$ cat src/rtl/mc_ctrl.sv
// Multicycle MIPS control unit: FETCH/DECODE/EXEC/MEM/WB sequencer driving
// datapath selects, write strobes and ALU opcode; MEM stalls on mem_ready.
module mc_ctrl (
    input  logic       clk,
    input  logic       reset,
    input  logic [5:0] opcode,
    input  logic [5:0] funct,
    input  logic       zero,
    input  logic       mem_ready,
    output logic [2:0] state,
    output logic       pc_we,
    output logic [1:0] pcsrc,
    output logic       ir_we,
    output logic       regdst,
    output logic       alusrc,
    output logic       ext_op,
    output logic [2:0] aluop,
    output logic       mem_req,
    output logic       mem_we,
    output logic       memtoreg,
    output logic       reg_we,
    output logic       insn_done,
    output logic       illegal
);

    localparam logic [2:0] S_FETCH  = 3'd0;
    localparam logic [2:0] S_DECODE = 3'd1;
    localparam logic [2:0] S_EXEC   = 3'd2;
    localparam logic [2:0] S_MEM    = 3'd3;
    localparam logic [2:0] S_WB     = 3'd4;

    localparam logic [5:0] OP_RTYPE = 6'b000000;
    localparam logic [5:0] OP_ORI   = 6'b001101;
    localparam logic [5:0] OP_LUI   = 6'b001111;
    localparam logic [5:0] OP_LW    = 6'b100011;
    localparam logic [5:0] OP_SW    = 6'b101011;
    localparam logic [5:0] OP_BEQ   = 6'b000100;
    localparam logic [5:0] OP_J     = 6'b000010;
    localparam logic [5:0] FN_ADDU  = 6'b100001;
    localparam logic [5:0] FN_SUBU  = 6'b100011;

    localparam logic [2:0] ALU_ADD = 3'b000;
    localparam logic [2:0] ALU_SUB = 3'b001;
    localparam logic [2:0] ALU_OR  = 3'b010;
    localparam logic [2:0] ALU_LUI = 3'b011;

    logic [2:0] r_state;
    logic [2:0] w_next_state;

    logic w_addu, w_subu, w_ori, w_lui, w_lw, w_sw, w_beq, w_j, w_legal;

    logic       w_ex_alusrc;
    logic       w_ex_ext_op;
    logic [2:0] w_ex_aluop;

    logic       w_pc_we;
    logic [1:0] w_pcsrc;
    logic       w_ir_we;
    logic       w_regdst;
    logic       w_alusrc;
    logic       w_ext_op;
    logic [2:0] w_aluop;
    logic       w_mem_req;
    logic       w_mem_we;
    logic       w_memtoreg;
    logic       w_reg_we;
    logic       w_insn_done;
    logic       w_illegal;

    assign w_addu  = (opcode == OP_RTYPE) && (funct == FN_ADDU);
    assign w_subu  = (opcode == OP_RTYPE) && (funct == FN_SUBU);
    assign w_ori   = (opcode == OP_ORI);
    assign w_lui   = (opcode == OP_LUI);
    assign w_lw    = (opcode == OP_LW);
    assign w_sw    = (opcode == OP_SW);
    assign w_beq   = (opcode == OP_BEQ);
    assign w_j     = (opcode == OP_J);
    assign w_legal = w_addu | w_subu | w_ori | w_lui | w_lw | w_sw | w_beq | w_j;

    // ALU setup chosen in EXEC and held unchanged through MEM and WB
    always_comb begin
        w_ex_alusrc = 1'b0;
        w_ex_ext_op = 1'b0;
        w_ex_aluop  = ALU_ADD;
        if (w_subu) begin
            w_ex_aluop = ALU_SUB;
        end else if (w_ori) begin
            w_ex_alusrc = 1'b1;
            w_ex_aluop  = ALU_OR;
        end else if (w_lui) begin
            w_ex_alusrc = 1'b1;
            w_ex_aluop  = ALU_LUI;
        end else if (w_lw || w_sw) begin
            w_ex_alusrc = 1'b1;
            w_ex_ext_op = 1'b1;
        end else if (w_beq) begin
            w_ex_ext_op = 1'b1;
            w_ex_aluop  = ALU_SUB;
        end
    end

    always_comb begin
        w_next_state = S_FETCH;
        w_pc_we      = 1'b0;
        w_pcsrc      = 2'b00;
        w_ir_we      = 1'b0;
        w_regdst     = 1'b0;
        w_alusrc     = 1'b0;
        w_ext_op     = 1'b0;
        w_aluop      = ALU_ADD;
        w_mem_req    = 1'b0;
        w_mem_we     = 1'b0;
        w_memtoreg   = 1'b0;
        w_reg_we     = 1'b0;
        w_insn_done  = 1'b0;
        w_illegal    = 1'b0;
        case (r_state)
            S_FETCH: begin
                w_ir_we      = 1'b1;
                w_pc_we      = 1'b1;
                w_next_state = S_DECODE;
            end
            S_DECODE: begin
                if (w_j) begin
                    w_pc_we     = 1'b1;
                    w_pcsrc     = 2'b10;
                    w_insn_done = 1'b1;
                end else if (!w_legal) begin
                    w_illegal   = 1'b1;
                    w_insn_done = 1'b1;
                end else begin
                    w_next_state = S_EXEC;
                end
            end
            S_EXEC: begin
                w_alusrc = w_ex_alusrc;
                w_ext_op = w_ex_ext_op;
                w_aluop  = w_ex_aluop;
                if (w_beq) begin
                    w_pcsrc     = 2'b01;
                    w_pc_we     = zero;
                    w_insn_done = 1'b1;
                end else if (w_lw || w_sw) begin
                    w_next_state = S_MEM;
                end else if (w_legal) begin
                    w_next_state = S_WB;
                end
            end
            // Handshake: mem_req/mem_we stay constant while in MEM; the access
            // completes on the edge where mem_ready=1, which also leaves MEM.
            S_MEM: begin
                w_alusrc = w_ex_alusrc;
                w_ext_op = w_ex_ext_op;
                w_aluop  = w_ex_aluop;
                if (w_lw || w_sw) begin
                    w_mem_req = 1'b1;
                    w_mem_we  = w_sw;
                    if (!mem_ready) begin
                        w_next_state = S_MEM;
                    end else if (w_sw) begin
                        w_insn_done = 1'b1;
                    end else begin
                        w_next_state = S_WB;
                    end
                end
            end
            S_WB: begin
                w_alusrc    = w_ex_alusrc;
                w_ext_op    = w_ex_ext_op;
                w_aluop     = w_ex_aluop;
                w_reg_we    = 1'b1;
                w_insn_done = 1'b1;
                w_regdst    = w_addu | w_subu;
                w_memtoreg  = w_lw;
            end
            default: begin
                w_next_state = S_FETCH;
            end
        endcase
    end

    always_ff @(posedge clk or posedge reset) begin
        if (reset) begin
            r_state <= S_FETCH;
        end else begin
            r_state <= w_next_state;
        end
    end

    // Reset gates every strobe so an abandoned instruction issues nothing
    assign state     = r_state;
    assign pc_we     = ~reset & w_pc_we;
    assign pcsrc     = reset ? 2'b00 : w_pcsrc;
    assign ir_we     = ~reset & w_ir_we;
    assign regdst    = ~reset & w_regdst;
    assign alusrc    = ~reset & w_alusrc;
    assign ext_op    = ~reset & w_ext_op;
    assign aluop     = reset ? ALU_ADD : w_aluop;
    assign mem_req   = ~reset & w_mem_req;
    assign mem_we    = ~reset & w_mem_we;
    assign memtoreg  = ~reset & w_memtoreg;
    assign reg_we    = ~reset & w_reg_we;
    assign insn_done = ~reset & w_insn_done;
    assign illegal   = ~reset & w_illegal;

endmodule
$ cat config.mk
export PLATFORM = sky130hd
export DESIGN_NAME = mc_ctrl
export DESIGN_NICKNAME = d
export VERILOG_FILES = /design/src/rtl/mc_ctrl.sv
export SDC_FILE = /design/constraint.sdc
export NUM_CORES = 1
export LEC_CHECK = 0
export CELL_PAD_IN_SITES_DETAIL_PLACEMENT = 2
export CELL_PAD_IN_SITES_GLOBAL_PLACEMENT = 2
export CORE_MARGIN = 10
export CORE_UTILIZATION = 20
export CTS_CLUSTER_SIZE = 40
export DETAILED_ROUTE_END_ITERATION = 10
export MAX_ROUTING_LAYER = met4
export PLACE_DENSITY = 0.94
export SYNTH_ARGS = -nofsm -noshare
export SYNTH_HDL_FRONTEND = slang
export SYNTH_SLANG_ARGS = --single-unit
$ cat constraint.sdc
create_clock -name clk -period 4 [get_ports clk]
set_clock_uncertainty 0.05 [all_clocks]
set_input_delay 0.4 -clock clk [delete_from_list [all_inputs] [get_ports clk]]
set_output_delay 0.4 -clock clk [all_outputs]
set_load 0.05 [all_outputs]
==> results by group <==
Final layout
  – Finished Layout Cells: 137
  – Max reg flops: 3
  – Diode count: 0
  – Fillers: 337
  – Layout cell share with drive strength beyond 1: 12.3%
  – Final nets: 123
  – Area Growth Syn to Fin: 60.2%

Die
  – Die area: 5470 um^2
  – Chip width: 73.9 um
  – Core ar.: 2760 um^2
  – Initial core utilization: 21.1%
  – DIE HEIGHT: 73.9 um
  – Row cnt: 19
  – I/O Pins: 35

Run
  – Max-capacitance violation count: 0

Clocking
  – CTS tree: built
  – Post-CTS sizing: 0
  – Clock latency on the worst-skew pair: 0.23 ns
  – Setup Buffers After CTS: 0
  – Clk sinks: 3
  – H-tree depth: 1
  – Clk buf depth: 2
  – Clk root buf: clkbuf_4
  – Cts bufs inserted: 3
  – Clock transition at the registers of the reported paths: 0.04 ns
  – Hold_buf cts: 0

Logic synthesis
  – FF+latch count, synth: 3
  – Synth Area in XOR/XNOR: 0%
  – Unique masters post-synth: 42
  – Sequential area share after synthesis: 12.9%
  – Post-synth EDFFs: 0
  – Most used DFF post-synth: dfrtp_1
  – Mux contribution to synthesized area: 0%
  – Ys Warns: 0
  – Syn avg cell area: 7.66 um^2
  – Compound-gate portion of the synthesized area: 26.0%
  – Largest family of logic cells by synthesized area: simple AND/OR/NAND/NOR gates
  – Top post-synthesis cells by count: 7 x nand2_1, 6 x nor2_1, 4 x nand2b_1, 4 x nor4_1
  – Synth Area in Simple Gates: 50.8%
  – Post-synth top area cell: dfrtp_1
  – Synth area leaders: dfrtp_1 13%, nand2_1 4.5%, nand4b_1 4.5%
  – Count leader, synth: nand2_1
  – Top-area cell type share of the netlist area: 12.9%
  – Synth async-reset ratio: 100%
  – Net count after synthesis: 92
  – Cells after Synth: 76
  – Post-synthesis cell area: 582 um^2
  – Synth Area in Adders: 0%

Pwr
  – Leak: 0.323 nW
  – VDD IR-drop max: 0.244 mV
  – Pwr dens: 300 nW/um^2

Critical path
  – CP delay by family, top: buffers and inverters
  – Critical path endpoint category: primary output
  – WP buf/inv: 2
  – Reg2reg start: state[1]
  – Worst-case reg-to-reg path depth: 3
  – Req. time, crit path: 3.55 ns
  – Critical Path Fanout Max: 10
  – Crit-path slowest cell: clkdlybuf4s50_1
  – Startpoint Class: input pin
  – Reg2reg end: state[2]
  – Worst EP arrival: 2.89 ns
  – Crit-path cells: clkdlybuf4s50_1 > nor4_1 > nor2b_1 > nand3_1 > o41ai_2 > clkdlybuf4s50_1
  – Setup CP Type: input pin to primary output
  – Flop2flop setup slack: 2.56 ns
  – Critical path's most frequent cell: clkdlybuf4s50_1
  – Worst stage delay on the critical path: 0.85 ns

STA
  – Tightest Pin Transition: 0.519 ns
  – Max Clk Rate: 300 MHz
  – Fin. max-slew vios: 0
  – RSZ-0062 raised after global routing: false
  – # setup viols final: 0
  – TNS Setup: 0 ns
  – Minimum clock period: 3.34 ns
  – Fin. Hold Viols: 0
  – Fin crit share: 83.4%
  – Slew headroom: 65.3%

Placement
  – Placer Congestion: 0.790
  – Hpwl dp: 2030 um
  – Cells after DPL: 133
  – # port buffers: 33

Global routing
  – GRT Util Overall: 9.21%
  – Layer with the highest usage: met2
  – First-pass GRT wire length: 3880 um
  – Largest net degree at the start of global routing: 14
  – Met2 Use GR: 13.9%
  – Routing usage on met3: 4.79%
  – Initial antenna violation count: 0
  – Number of global-route vias before repair: 766
  – Grt ovf: 0
  – Global Route met1 Usage: 10.9%

Routing
  – Via density: 5.26
  – Routed vias: 721
  – TritonRoute pass-1 iters: 4
  – Antenna Nets Post-Route: 0
  – Initial DRC count: 61
  – DRT Wirelength: 2410 um
  – WL/cell: 17.6 um
  – Post-route DRC: 0

Worst hold path
  – Min-Delay Path Class: input pin to async pin

Outcome
  – Outcome: completed
routing by layer:
layer	part of all wire [%]	vias to the layer above
li1	-	347
met1	45	341
met2	45	31
met3	9.5	2
met4	0.37	0
met5	0	-
final cells by class:
class	count	area [um^2]	area share [%]
clock buffers	4	26.3	2.82
inverters	3	11.3	1.21
multi-input cells	63	450	48.3
flip-flops and latches	3	75.1	8.05
well taps	31	38.8	4.16
repair buffers	33	330	35.4
through the flow:
step / utilization (%) / cell area (um^2) / setup WS [ns] / hold WS, ns / total power, W
after floorplan: - / 582 / 0.970 / 0.338 / 0.000166
after global placement: 32.8 / 906 / 0.712 / 0.607 / 0.000224
after detailed placement: 32.8 / 906 / 0.635 / 0.648 / 0.000228
after CTS: 33.8 / 932 / 0.635 / 0.595 / 0.000285
after global routing: 33.8 / 932 / 0.482 / 0.642 / 0.000300
final: 33.8 / 932 / 0.664 / 0.600 / 0.000280
kinds of logic (layout without fill, tap and decap cells):
logic type             Yosys count  after routing
DFF                              3              3
and+or+nand+nor                 45             45
AOI/OAI and AO/OA               17             17
other                            1              1
buffers and inverters           10             40
worst register-to-register path: cells and delay by family (launching register included):
kind	cells	cell delay (ns)
DFF	1	0.55
AOI/OAI and AO/OA	1	0.17
and+or+nand+nor	2	0.60
layout by cell type, fill, tap and decap left out, types with 2 or more instances in the layout:
cell type / synthesis / final
inv_1: 3 / 3
nor4_1: 4 / 4
nor2_1: 6 / 6
clkbuf_4: 0 / 3
and4b_1: 2 / 2
nand2_1: 7 / 7
nand4b_1: 3 / 3
a21o_1: 2 / 2
dfrtp_1: 3 / 3
nand2b_1: 4 / 4
nand3_1: 2 / 2
clkdlybuf4s50_1: 0 / 33
nor4b_1: 2 / 2
nor2b_1: 3 / 3
nor3_1: 2 / 2
power breakdown:
part / internal [W] / switching (W) / total, W
clock: 0.0000375 / 0.0000168 / 0.0000542
sequential: 0.0000361 / 0.0000209 / 0.0000570
combinational: 0.0000665 / 0.000102 / 0.000169
total: 0.000140 / 0.000140 / 0.000280
worst max-delay path by stage:
| stage | slack, ns | endpoint | start | depth (start not counted) |
|---|---|---|---|---|
| 3_3_place_gp | 0.71 | pc_we | opcode[3] | 6 |
| 2_1_floorplan | 0.97 | mem_we | state[0] | 3 |
| 4_1_cts | 0.64 | pc_we | opcode[3] | 6 |
| 6_report | 0.66 | pc_we | opcode[3] | 6 |
| 3_5_place_dp | 0.63 | pc_we | opcode[3] | 6 |
| 5_1_grt | 0.48 | pc_we | opcode[3] | 6 |
Note: power is estimated with default switching activity, not from simulation.
